===== src/rtl/md_issue_ctrl.sv =====
// E-stage initiator for the multiply/divide Start/Busy handshake.
// Optional madd launch is compiled in with MD_MADD_EN.
module md_issue_ctrl #(
  parameter int MULT_CYCLES = 5,
  parameter int DIV_CYCLES  = 10,
  parameter int SLACK       = 4
) (
  input  logic        Clk,
  input  logic        Reset,
  input  logic        e_valid,
  input  logic [2:0]  e_md_op,
  input  logic        e_flush,
  input  logic        d_md_use,
  input  logic        Busy,
  output logic        Start,
  output logic [2:0]  opsrc,
  output logic [1:0]  wsrc,
  output logic        stall_D,
  output logic        stall_E,
  output logic        md_pending,
  output logic        md_err,
  output logic [15:0] stall_cnt
);

  localparam logic [2:0] alu_mult  = 3'd1;
  localparam logic [2:0] alu_multu = 3'd2;
  localparam logic [2:0] alu_div   = 3'd3;
  localparam logic [2:0] alu_divu  = 3'd4;
  localparam logic [2:0] alu_madd  = 3'd5;

  typedef enum logic [1:0] {
    IDLE    = 2'd0,
    WAIT    = 2'd1,
    OVERRUN = 2'd2
  } state_t;

  state_t     state;
  logic [7:0] cnt;
  logic [7:0] ovr;

  logic       launch;
  logic       md_use;
  logic [2:0] code;
  logic [7:0] lat;
  logic       idle;
  logic       live;
  logic       issue;

  always_comb begin
    launch = 1'b0;
    md_use = 1'b1;
    code   = 3'd0;
    lat    = 8'(MULT_CYCLES);
    case (e_md_op)
      3'd1: begin launch = 1'b1; code = alu_mult;  end
      3'd2: begin launch = 1'b1; code = alu_multu; end
      3'd3: begin
        launch = 1'b1;
        code   = alu_div;
        lat    = 8'(DIV_CYCLES);
      end
      3'd4: begin
        launch = 1'b1;
        code   = alu_divu;
        lat    = 8'(DIV_CYCLES);
      end
`ifdef MD_MADD_EN
      3'd5: begin launch = 1'b1; code = alu_madd; end
`else
      3'd5: md_use = 1'b0;
`endif
      3'd0: md_use = 1'b0;
      default: ;
    endcase
  end

  assign idle  = (state == IDLE);
  assign live  = e_valid & ~e_flush;
  assign issue = live & launch & idle & ~Busy;

  assign Start = issue;
  assign opsrc = issue ? code : 3'd0;

  always_comb begin
    wsrc = 2'd0;
    if (live && idle && !Busy) begin
      if (e_md_op == 3'd6) wsrc = 2'd1;
      if (e_md_op == 3'd7) wsrc = 2'd2;
    end
  end

  assign stall_E = live & md_use & (~idle | Busy);
  assign stall_D = d_md_use & (Start | ~idle | Busy | stall_E);
  assign md_pending = ~idle;

  always_ff @(posedge Clk) begin
    if (Reset) begin
      state     <= IDLE;
      cnt       <= 8'd0;
      ovr       <= 8'd0;
      md_err    <= 1'b0;
      stall_cnt <= 16'd0;
    end else begin
      if (stall_D && stall_cnt != 16'hFFFF)
        stall_cnt <= stall_cnt + 16'd1;
      case (state)
        IDLE: begin
          if (issue) begin
            state <= WAIT;
            cnt   <= lat;
          end else if (Busy) begin
            state <= OVERRUN;
            ovr   <= 8'd0;
          end
        end
        WAIT: begin
          cnt <= cnt - 8'd1;
          if (cnt <= 8'd1) begin
            state <= Busy ? OVERRUN : IDLE;
            ovr   <= 8'd0;
          end
        end
        OVERRUN: begin
          // ovr saturates at SLACK; md_err stays set until Reset
          if (Busy) begin
            if (ovr < 8'(SLACK)) ovr <= ovr + 8'd1;
            if (ovr + 8'd1 >= 8'(SLACK)) md_err <= 1'b1;
          end else begin
            state <= IDLE;
          end
        end
        default: state <= IDLE;
      endcase
    end
  end

endmodule


===== config.mk =====
export PLATFORM = sky130hd
export DESIGN_NAME = md_issue_ctrl
export DESIGN_NICKNAME = d
export VERILOG_FILES = /design/src/rtl/md_issue_ctrl.sv
export SDC_FILE = /design/constraint.sdc
export NUM_CORES = 1
export LEC_CHECK = 0
export BUFFER_PORTS_ARGS = -buffer_cell sky130_fd_sc_hd__clkbuf_2
export CORE_UTILIZATION = 62
export CTS_BUF_LIST = sky130_fd_sc_hd__clkbuf_4
export CTS_CLUSTER_SIZE = 14
export DETAILED_ROUTE_END_ITERATION = 10
export PLACE_DENSITY_LB_ADDON = 0.3
export SYNTH_ARGS = -nofsm -noshare
export SYNTH_HDL_FRONTEND = slang
export SYNTH_SLANG_ARGS = --single-unit

===== constraint.sdc =====
create_clock -name Clk -period 3.5 [get_ports Clk]
set_clock_uncertainty 0.2 [all_clocks]
set_input_delay 0 -clock Clk [delete_from_list [all_inputs] [get_ports Clk]]
set_output_delay 0 -clock Clk [all_outputs]
set_load 0.05 [all_outputs]

* After elaboration in Yosys (flattened, before gate mapping)
Cells that the tools add are included.
Storage, ports and cells: flip-flop bits (word level) 35, latch bits 0, memory bits (writable) 0, ROM bits 0, input port bits 9, output and inout port bits 26, memories kept 0
Operators by class: add/subtract/negate cells 3, multiply operators 0, div/mod/pow operators 0, $lt $le $gt $ge 3, equality and inequality tests 18, shift operators 0, muxes and demuxes 22, bitwise logic cells 14, reduce and logical (&&, ||, !) cells 15
Operators with widths (count):
- 2-to-1 mux 8 bit | 6
- case mux 8 bit (3 select lines) | 1
- adder 16 x 1 -> 16 bit (second input constant) | 1
- != test 16 bit (second input constant) | 1
- case mux 8 bit (2 select lines) | 1
- 2-to-1 mux 2 bit | 7
- != test 2 bit (second input constant) | 7
- == test 3 bit (second input constant) | 4
- case mux 3 bit (4 select lines) | 1
- adder 8 x 1 -> 8 bit (second input constant) | 1
- >= comparator 8 x 3 -> 1 bit (second input constant) | 1
- <= comparator 8 x 1 -> 1 bit (second input constant) | 1
- less-than comparator 8 x 3 -> 1 bit (second input constant) | 1
- subtractor 8 x 1 -> 8 bit (second input constant) | 1
- AND 1 bit | 7
- == test 3 x 2 -> 1 bit (second input constant) | 2
- case mux 2 bit (3 select lines) | 1
- AND reduction 3 bit | 2
- AND reduction 6 bit | 1
- 2-to-1 mux 4 bit | 1
- OR 1 bit | 4
- OR reduction 2 bit | 2
- OR reduction 4 bit | 1
- == test 3 x 1 -> 1 bit (second input constant) | 1
- other kinds (13) | 19

* Depth between registers and ports, before layout
Gate-level depths: netlist of the first run.
word-level depth 11, gate-level depth with buffers 8

* Worst setup path before layout of the first run
OpenSTA, ideal clock, no wires.
path kind register to output, from reg state[0], to out opsrc[0], data arrival time 2.224 ns, required time 3.300 ns, path slack 1.076 ns, cell stages (with the launch flop) 6, path through dfxtp_1 -> clkbuf_2 -> or2_2 -> nor2_1 -> nand2_1 -> nor3b_1
Between the ends: cells in the longest elaborated chain, start to end 4
Ends and longest elaborated chain:
- start, declared | RTL line 37 | state_t state;
- start signal, assigned | RTL line 119 | state <= Busy ? OVERRUN : IDLE;
- logical NOT 2 bit | RTL line 77 | assign idle = (state == IDLE);
- AND 1 bit (2 in a row) | RTL line 79 | assign issue = live & launch & idle & ~Busy;
- 2-to-1 mux 3 bit | RTL line 82 | assign opsrc = issue ? code : 3'd0;
- end, declared | RTL line 16 | output logic [2:0] opsrc,
Every way passes these cells.

* Worst setup path after layout of the first run
from reg state[1], to out Start
Between the ends: cells in the longest elaborated chain, start to end 3
Ends and longest elaborated chain:
- logical NOT 2 bit | RTL line 77
- AND 1 bit (2 in a row) | RTL line 79
- end, declared | RTL line 15 | output logic Start,
Every way passes these cells.

==> metrics.yaml, run 1 <==
outcome: "finished, violations left"
violations: "DRC"
timing.final.crit_share: 0.7066
io_buffers: 34
drive_gt1_frac: 0.1866
synthMuxAreaShare: 0.02067
critPathLaunchType: "flop"
yosysUniqueCellTypes: 48
synth_top_cells_by_count: "nor2_1, dfxtp_1, xor2_1"
slew_headroom: 0.5622
routed_via_density: 5.893
leakagePower_uw: 0.0009178
yosysMostFrequentCell: "nor2_1"
cp_data_arrival_time_ps: 2270
tightest_slew_ps: 656.7
grt_pass1_vias: 1612
drv_cap: 0
grt_usage: 0.2567
htree_levels: 2
synth-async-reset-ratio: 0
drv_slew: 0
setup_tns_ps: 0
drc_errors: 2
crit_chain: "or3_1 > or4_1 > clkinv_8 > clkbuf_2"
syn-cell-area_um2: 1937
finalSetupViolations: 0
synth_top_family_by_area: "simple AND/OR/NAND/NOR gates"
clk_path_buf_depth: 2
critPathMaxStageDelay_ps: 720
swShare: 0.2706
yosys.area.top_type: "dfxtp_1"
max_freq_mhz: 404.3
path_delay_family: "simple AND/OR/NAND/NOR gates"
syn_to_final_growth_pct: 13.24
clkPwrFrac: 0.361
worst-path-buf-inv: 2
fp-row-count: 19
die_w_um: 57.89
rsz0062_at_grt: "false"
cp-end-kind: "primary output"
finalWorstSetupSlack_ps: 1027
synth_compound_area_frac: 0.1731
synthCells: 233
netlist.area_leader.share: 0.3618
internal_power_uw: 589.0
gp_congestion: 0.8576
hold_viol: 0
cp_slowest_cell: "or4_1"
min_path_type: "input pin to flop"
coreArea_um2: 2853
worst-setup-path-type: "flop to primary output"
die_h_um: 57.89
postLayoutCellArea_um2: 2193
final_nets: 281
antenna_found_initial: 0
ys.flop_type: "dfxtp_1"
cp_max_fo: 9
yosysWarnings: 0
drt_iter0_drc: 100
synthAdderAreaFrac: 0.03230
antenna_cells: 0
synth_edf_count: 0
vdd.ir_drop.worst_mv: 0.3231
initial_utilization: 0.6789
synthSimpleGateAreaFrac: 0.2959
dr.pass1.iters: 9
place_hpwl_mm: 2.737
cts_tree: "yes"
place_ws_ps: 1218
synth_xor_area_frac: 0.06783
die_area_um2: 3351
cts.reportedPaths.clkPinSlew_ps: 110
cts_resized: 0
io-pin-count: 35
clk-insertion-delay-late_ps: 340
root_buffer: "clkbuf_4"
powerDensity_nw_per_um2: 368.2
pwr-share-seq: 0.513
syn_area_per_cell_um2: 8.313
num_vias: 1762
cts_buffers: 5
placed_cells: 290
overflow: 0
placed_area_um2: 2102
routed_wl_mm: 3.782
grt_max_degree: 34
ys_seq_area_frac: 0.3618
wl_per_cell_um: 12.65
combPwrFrac: 0.126
stdcell_count: 299
grt_pass1_wl_mm: 6.713
p_sw_uw: 218.5
synthesis.nets: 247
crit_required_ps: 3300
min_period_ps: 2473
hold_ws_ps: 63.49
synthTopCellsByArea: "dfxtp_1, nor2_1, xor2_1"
ant_nets: 0
synth_seq_cells: 35
clock-sinks: 35
-- per-stage QoR --
stage / total power (uW) / utilization
2_1_floorplan: 501.1 / -
3_3_place_gp: 522.8 / 0.7368
3_5_place_dp: 524.2 / 0.7368
4_1_cts: 816.3 / 0.7689
5_1_grt: 846.2 / 0.7689
6_report: 807.5 / 0.7689
-- power by group through the flow --
stage,clock network (uW),registers [uW],logic [uW]
floorplan,0,430,71.5
global placement,0,423,100
detailed placement,0,423,101
CTS,300,415,102
global route,316,416,114
finish,291,414,102
-- routing by layer --
layer / global-route usage / part of all wire / wire length, um
met1: 0.3004 / 0.46 / 1726
met2: 0.4450 / 0.47 / 1783
met5: 0 / 0 / 0
met3: 0.07143 / 0.058 / 220
met4: 0.09864 / 0.013 / 51
-- cell type report --
cell class | count | area, um^2
clock buffer | 5 | 37.54
sequential | 35 | 700.7
multi-input combinational | 181 | 1142
tap | 31 | 38.79
clock inverter | 3 | 43.79
inverter | 8 | 42.54
timing repair buffer | 36 | 187.7
fill | 232 | 659.4
-- placed cells by master, fill, tap and decap left out, types with 2 or more instances in the layout --
cell and n:
nor2_1 37, dfxtp_1 35, clkbuf_2 34, xor2_1 14, a21oi_1 13, nand2_1 12
nand3_1 11, o21ai_0 8, nand4_1 8, inv_1 7, nor3_1 7, and2_1 7
and3_1 5, o211ai_1 5, ha_1 5, clkbuf_4 5, nor2b_1 4, mux2i_1 4
o2111ai_1 4, or2_2 3, nand2b_1 3, and4_1 3, nor4_1 3, or3_1 2
o21a_1 2, nor3b_1 2
-- state kept, by name, summed over array words and instances (netlist names) --
name / count
cnt: 8
state: 2
stall_cnt: 16
ovr: 8
md_err: 1
-- timing repair --
action | 4_1_cts | 5_1_grt
hold buffers | 1 | 0
endpoints found under the hold margin | 2 | 0
setup buffers | 0 | 0
-- worst register-to-register path, stage by stage, from the launching register on --
cell and delay [ps]:
dfxtp_1 390, or3_1 410, or4_1 720, clkinv_8 130
nor2_1 70, o21ai_1 170, a21oi_1 70
-- cell families after synthesis --
logic type | Yosys count
buf+inv | 17
compound gates | 45
xor+xnor | 15
fa+ha+maj | 5
mux | 4
simple gates | 112
flops | 35
-- path summary, 6_finish.rpt --
path         startpoint            end  slack [ps]  depth (start not counted)
max reg2reg    state[1]         cnt[3]        1200                          6
min               Reset  stall_cnt[12]          60                          2
min reg2reg      ovr[6]         ovr[6]         310                          1
max            state[1]          Start        1030                          4
Note: power is estimated with default switching activity, not from simulation.
==> run 2: changes to the inputs <==
--- a/config.mk
+++ b/config.mk
@@ -6,7 +6,7 @@
 export NUM_CORES = 1
 export LEC_CHECK = 0
 export BUFFER_PORTS_ARGS = -buffer_cell sky130_fd_sc_hd__clkbuf_2
-export CORE_UTILIZATION = 62
+export CORE_UTILIZATION = 57
 export CTS_BUF_LIST = sky130_fd_sc_hd__clkbuf_4
 export CTS_CLUSTER_SIZE = 14
 export DETAILED_ROUTE_END_ITERATION = 10
==> constraint.sdc (replaced) <==
create_clock -name Clk -period 2.55 [get_ports Clk]
set_clock_uncertainty 0.2 [all_clocks]
set_input_delay 0 -clock Clk [delete_from_list [all_inputs] [get_ports Clk]]
set_output_delay 0 -clock Clk [all_outputs]
set_load 0.05 [all_outputs]
==> run 2 against run 1 <==
  * Critical path type unchanged
  * Largest cell class unchanged
  * Largest power group unchanged
  * Via count shrank 0.85%
  * Critical path depth unchanged
  * The run now ends clean
  * Clock-buffer cell count did not move
  * Wire length is 2.2% higher
==> metrics.yaml, run 2 (synthesis results as in run 1) <==
outcome: "finished clean"
tightest_slew_ps: 651.6  # -5.103 ps
top_regs: "stall_cnt (16), cnt (8), ovr (8)"
initial_utilization: 0.6192  # -0.05975
clk-insertion-delay-late_ps: 330  # about the same
io-pin-count: 35  # unchanged
top_register: "stall_cnt"
drv_slew: 0  # unchanged
hold_start: "Reset"
grt_pass1_wl_mm: 6.486  # -3.4%
cp-end-kind: "primary output"
grt_pass1_vias: 1542  # -4.3%
mostFrequentLayoutCell: "nor2_1"
dr.pass1.iters: 4  # -5
critPathLaunchType: "flop"
antenna_found_initial: 0  # unchanged
drv_cap: 0  # unchanged
drt_iter0_drc: 53  # -47%
drive_gt1_frac: 0.1896  # +0.003024
min_path_type: "input pin to flop"
final_nets: 283  # +0.71%
worstHoldEndpoint: "cnt[0]"
fp-row-count: 20  # +1
rsz0062_at_grt: "false"
grt_max_degree: 34  # unchanged
antenna_cells: 0  # unchanged
timing.final.crit_share: 0.9013
routed_via_density: 5.581  # -5.3%
r2r_cells: 6  # unchanged
slew_headroom: 0.5656  # +0.003401
largest_reg_flops: 16  # unchanged
cp_data_arrival_time_ps: 2100  # -170 ps
min_path_cells: 2  # unchanged
die_w_um: 60.29  # +4.1%
r2r_slack_ps: 400  # -800 ps
leakagePower_uw: 0.0009122  # -0.61%
cts_tree: "yes"
ant_nets: 0  # unchanged
clock-sinks: 35  # unchanged
reg2reg_from: "stall_cnt[0]"
most-common-layout-cells: "nor2_1, dfxtp_1, clkbuf_2, xor2_1, a21oi_1"
num_vias: 1747  # -0.85%
cts.reportedPaths.clkPinSlew_ps: 110  # about the same
cp_slowest_cell: "or4_4"
cp_max_fo: 9  # unchanged
routed_wl_mm: 3.867  # +2.2%
grt_usage: 0.2357  # -0.02105
wl_per_cell_um: 12.35  # -2.3%
root_buffer: "clkbuf_4"
io_buffers: 34  # unchanged
vdd.ir_drop.worst_mv: 0.3417  # +5.8%
setup_tns_ps: 0  # unchanged
coreArea_um2: 3128  # +9.6%
max_freq_mhz: 435.1
hold_viol: 0  # unchanged
critPathMaxStageDelay_ps: 610  # -110 ps
crit_chain: "or3_1 > or4_4 > clkinv_8 > clkbuf_2"
syn_to_final_growth_pct: 13.24  # unchanged
die_h_um: 60.29  # +4.1%
crit_required_ps: 2350  # -950 ps
clk_path_buf_depth: 2  # unchanged
die_area_um2: 3635  # +8.5%
cts_buffers: 5  # unchanged
finalWorstSetupSlack_ps: 251.6  # -775.2 ps
htree_levels: 2  # unchanged
drc_errors: 0  # -2
powerDensity_nw_per_um2: 451.0  # +22%
gp_congestion: 0.8020  # -6.5%
finalSetupViolations: 0  # unchanged
min_period_ps: 2298
r2r_end: "stall_cnt[1]"
place_ws_ps: 283.8  # -934.4 ps
place_hpwl_mm: 2.795  # +2.1%
overflow: 0  # unchanged
worst-setup-path-type: "flop to primary output"
[run 2: timing repair]
item / CTS / global route
buffers inserted: 0 / 0
setup endpoints to repair: 0 / 1
hold buffers: 1 / 0
endpoints found under the hold margin: 2 / 0
resized for setup: 0 / 1
[run 2: final cells by class]
type	instances	area, um^2
clock buffers	5	37.54
clock inverters	2	8.758
fillers	274	934.6
inverters	8	42.54
multi-input cells	181	1146
flip-flops and latches	35	700.7
well taps	44	55.05
repair buffers	38	202.7
[run 2: where the power goes]
group / internal (uW) / total (uW) / switching, uW
clock network: 97.7 / 277 / 179
logic: 46.8 / 143 / 96.2
registers: 556 / 569 / 12.8
total: 701 / 989 / 288
[run 2: metal layers]
layer  global-route usage  wire [um]  vias to the layer above
li1                     -          -                      901
met1               0.2912       1887                      791
met2               0.3940       1771                       53
met3              0.05628        187                        2
met4              0.08638         20                        0
met5                    0          0                        -
[run 2: worst max-delay path, delay by kind of cell (launching register included)]
family                 cells  cell delay [ps]
buffers and inverters      2              360
AND/OR/NAND/NOR            2             1010
flip-flops                 1              390
[run 2: worst max path at each step]
stage | from | end | slack, ps | cells past startpoint
3_5_place_dp | state[1] | cnt[6] | 280 | 5
4_1_cts | state[1] | Start | 90 | 4
3_3_place_gp | state[1] | cnt[6] | 340 | 5
2_1_floorplan | state[0] | opsrc[0] | 130 | 5
6_report | state[1] | Start | 250 | 4
5_1_grt | state[1] | Start | 160 | 4
[run 2: per-stage QoR]
stage / power, uW / cells / util / area, um^2 / hold WS (ps)
floorplan: 687.8 / 233 / - / 1937 / -36.03
global placement: 718.7 / 305 / 0.6820 / 2133 / 144.1
detailed placement: 721.6 / 305 / 0.6820 / 2133 / 157.2
CTS: 992.3 / 313 / 0.7000 / 2190 / 61.93
global route: 1033 / 313 / 0.7012 / 2193 / 104.4
finish: 989.1 / 313 / 0.7012 / 2193 / 72.00
==> run 3: changes to the inputs <==
--- a/config.mk
+++ b/config.mk
@@ -5,12 +5,13 @@
 export SDC_FILE = /design/constraint.sdc
 export NUM_CORES = 1
 export LEC_CHECK = 0
+export ABC_AREA = 1
 export BUFFER_PORTS_ARGS = -buffer_cell sky130_fd_sc_hd__clkbuf_2
-export CORE_UTILIZATION = 57
+export CORE_UTILIZATION = 63
 export CTS_BUF_LIST = sky130_fd_sc_hd__clkbuf_4
 export CTS_CLUSTER_SIZE = 14
 export DETAILED_ROUTE_END_ITERATION = 10
-export PLACE_DENSITY_LB_ADDON = 0.3
+export PLACE_DENSITY = 0.95
 export SYNTH_ARGS = -nofsm -noshare
 export SYNTH_HDL_FRONTEND = slang
 export SYNTH_SLANG_ARGS = --single-unit
==> constraint.sdc (replaced) <==
create_clock -name Clk -period 2.95 [get_ports Clk]
set_clock_uncertainty 0.2 [all_clocks]
set_input_delay 0 -clock Clk [delete_from_list [all_inputs] [get_ports Clk]]
set_output_delay 0 -clock Clk [all_outputs]
set_load 0.05 [all_outputs]
==> run 3 against run 2 <==
  * Cell count rose by 32%
  * Clock-buffer cell count grew 2
  * Critical path depth up 7
  * Hold slack got worse by 19 ps
  * Core utilization rose by 6.9 points
  * Final area is 9.8% higher
  * Die area shrank 1.2%
  * Setup slack better by 510 ps
  * Combinational power rose by 16%
  * Via count is 23% higher
  * Critical path type is now flop to flop
  * Largest cell class unchanged
==> metrics.yaml, run 3 <==
outcome: "finished clean"
clk-insertion-delay-late_ps: 340  # about the same
yosysMostFrequentCell: "nand2_1"
clkPwrFrac: 0.296  # +0.016
ys.flop_type: "dfxtp_1"
cts.reportedPaths.clkPinSlew_ps: 110  # about the same
drive_gt1_frac: 0.1653  # -0.02428
die_area_um2: 3590  # -1.2%
grt_pass1_wl_mm: 7.672  # +18%
wl_per_cell_um: 11.19  # -9.4%
cp_max_fo: 4  # -5
internal_power_uw: 645.4  # -7.9%
mostFrequentLayoutCell: "nand2_1"
synthTopCellsByArea: "dfxtp_1, nand2_1, nor2_1"
antenna_cells: 0  # unchanged
combPwrFrac: 0.177  # +0.032
cp-end-kind: "flop"
grt_usage: 0.2877  # +0.05199
powerDensity_nw_per_um2: 390.9  # -13%
pwr-share-seq: 0.528  # -0.047
synth_top_cells_by_count: "nand2_1, nor2_1, dfxtp_1"
synthSimpleGateAreaFrac: 0.3955  # +0.09963
drc_errors: 0  # unchanged
syn_to_final_growth_pct: 13.97
p_sw_uw: 296.0  # +2.6%
antenna_found_initial: 0  # unchanged
netlist.area_leader.share: 0.3316  # -0.03020
drv_slew: 0  # unchanged
min_period_ps: 2188
most-common-layout-cells: "nand2_1, nor2_1, dfxtp_1, clkbuf_2, inv_1"
die_h_um: 59.92  # -0.62%
root_buffer: "clkbuf_4"
min_path_cells: 6  # +4
swShare: 0.3144  # +0.02289
rsz0062_at_grt: "false"
yosys.area.top_type: "dfxtp_1"
cts_tree: "yes"
drv_cap: 0  # unchanged
fp-row-count: 20  # unchanged
synthAdderAreaFrac: 0.02960  # -0.002696
cts_setup_buffers: 0  # unchanged
drt_iter0_drc: 143  # +170%
initial_utilization: 0.6756  # +0.05640
top_register: "stall_cnt"
syn-cell-area_um2: 2113  # +9.1%
leakagePower_uw: 0.001111  # +22%
worst-setup-path-type: "flop to flop"
synth_edf_count: 0  # unchanged
synth_xor_area_frac: 0.05802  # -0.009807
grt_max_degree: 32  # -5.9%
place_hpwl_mm: 3.287  # +18%
synth-async-reset-ratio: 0  # unchanged
io-pin-count: 35  # unchanged
htree_levels: 2  # unchanged
max_freq_mhz: 457.1
routed_wl_mm: 4.621  # +19%
clk_path_buf_depth: 2  # unchanged
synth_top_family_by_area: "simple AND/OR/NAND/NOR gates"
slew_headroom: 0.5593  # -0.006310
power_uw: 941.4  # -4.8%
crit_required_ps: 3040  # +690 ps
hold_viol: 0  # unchanged
timing.final.crit_share: 0.7416
io_buffers: 34  # unchanged
overflow: 0  # unchanged
final_nets: 382  # +35%
min_path_type: "input pin to flop"
clock-sinks: 35  # unchanged
yosysUniqueCellTypes: 28  # -42%
tightest_slew_ps: 661.0  # +9.465 ps
finalSetupViolations: 0  # unchanged
die_w_um: 59.92  # -0.62%
cts_buffers: 5  # unchanged
r2r_cells: 11  # +5
synthesis.nets: 341  # +38%
ant_nets: 0  # unchanged
syn_area_per_cell_um2: 6.463  # -22%
synthCells: 327  # +40%
synth_compound_area_frac: 0.09710  # -0.07603
synthMuxAreaShare: 0  # -0.02067
dr.pass1.iters: 4  # unchanged
num_vias: 2150  # +23%
synth_seq_cells: 35  # unchanged
grt_pass1_vias: 1859  # +21%
fin_util: 0.7700  # +0.06880
cp_data_arrival_time_ps: 2280  # +180 ps
yosysWarnings: 0  # unchanged
coreArea_um2: 3128  # unchanged
vdd.ir_drop.worst_mv: 0.3038  # -11%
routed_via_density: 5.206  # -6.7%
gp_congestion: 0.8329  # +3.9%
largest_reg_flops: 16  # unchanged
top_regs: "stall_cnt (16), cnt (8), ovr (8)"
critPathLaunchType: "flop"
setup_tns_ps: 0  # unchanged
ys_seq_area_frac: 0.3316  # -0.03020
## run 3: cell type report
class | count | area (um^2)
Fill cell | 241 | 719.4
Inverter | 39 | 148.9
Multi-Input combinational cell | 248 | 1226
Tap cell | 44 | 55.05
Timing Repair Buffer | 39 | 220.2
Clock buffer | 7 | 52.55
Sequential cell | 35 | 700.7
Clock inverter | 1 | 5.005
## run 3: path summary, 6_finish.rpt
kind	end	startpoint	slack, ps
max reg2reg	state[1]	cnt[0]	760
min reg2reg	md_err	md_err	260
min	state[0]	e_flush	50
max	state[1]	cnt[0]	760
## run 3: cell families after synthesis
kind of cell	after synthesis
compound gates	40
simple gates	189
buf+inv	44
flops	35
xor+xnor	14
fa+ha+maj	5
## run 3: worst max-delay path: stages, from the launching register on
cell and delay (ps):
dfxtp_1 350, inv_1 120, ha_1 210, nor2_1 60, nor3_1 130, nand2_1 70, nand2_1 120, inv_1 50
nor2_1 90, nand2_1 60, a21oi_1 110, dlygate4sd3_1 560
## run 3: per-stage QoR
step / instance area [um^2] / setup slack [ps] / hold slack (ps) / std cells
floorplan: 2113 / 632.8 / -24.33 / 327
global placement: 2301 / 1105 / 129.6 / 400
detailed placement: 2301 / 1042 / 140.5 / 400
CTS: 2409 / 777.5 / 38.48 / 413
global route: 2409 / 601.1 / 91.91 / 413
finish: 2409 / 762.4 / 53.24 / 413
## run 3: repair_timing
item	4_1_cts	5_1_grt
endpoints found under the setup margin	0	0
endpoints found under the hold margin	23	0
resized for setup	0	0
hold buffers	5	0
## run 3: power groups by stage
stage,Combinational [uW],Clock [uW],Sequential [uW]
3_3_place_gp,154,0,506
6_report,166,278,497
3_5_place_dp,157,0,507
2_1_floorplan,120,0,514
5_1_grt,183,305,499
4_1_cts,165,281,496
## run 3: per-layer routing
layer	vias up	track usage	routed length (um)
li1	1121	-	-
met1	975	0.3409	2063
met2	48	0.4905	2327
met3	6	0.07792	175
met4	0	0.1130	55
met5	-	0	0
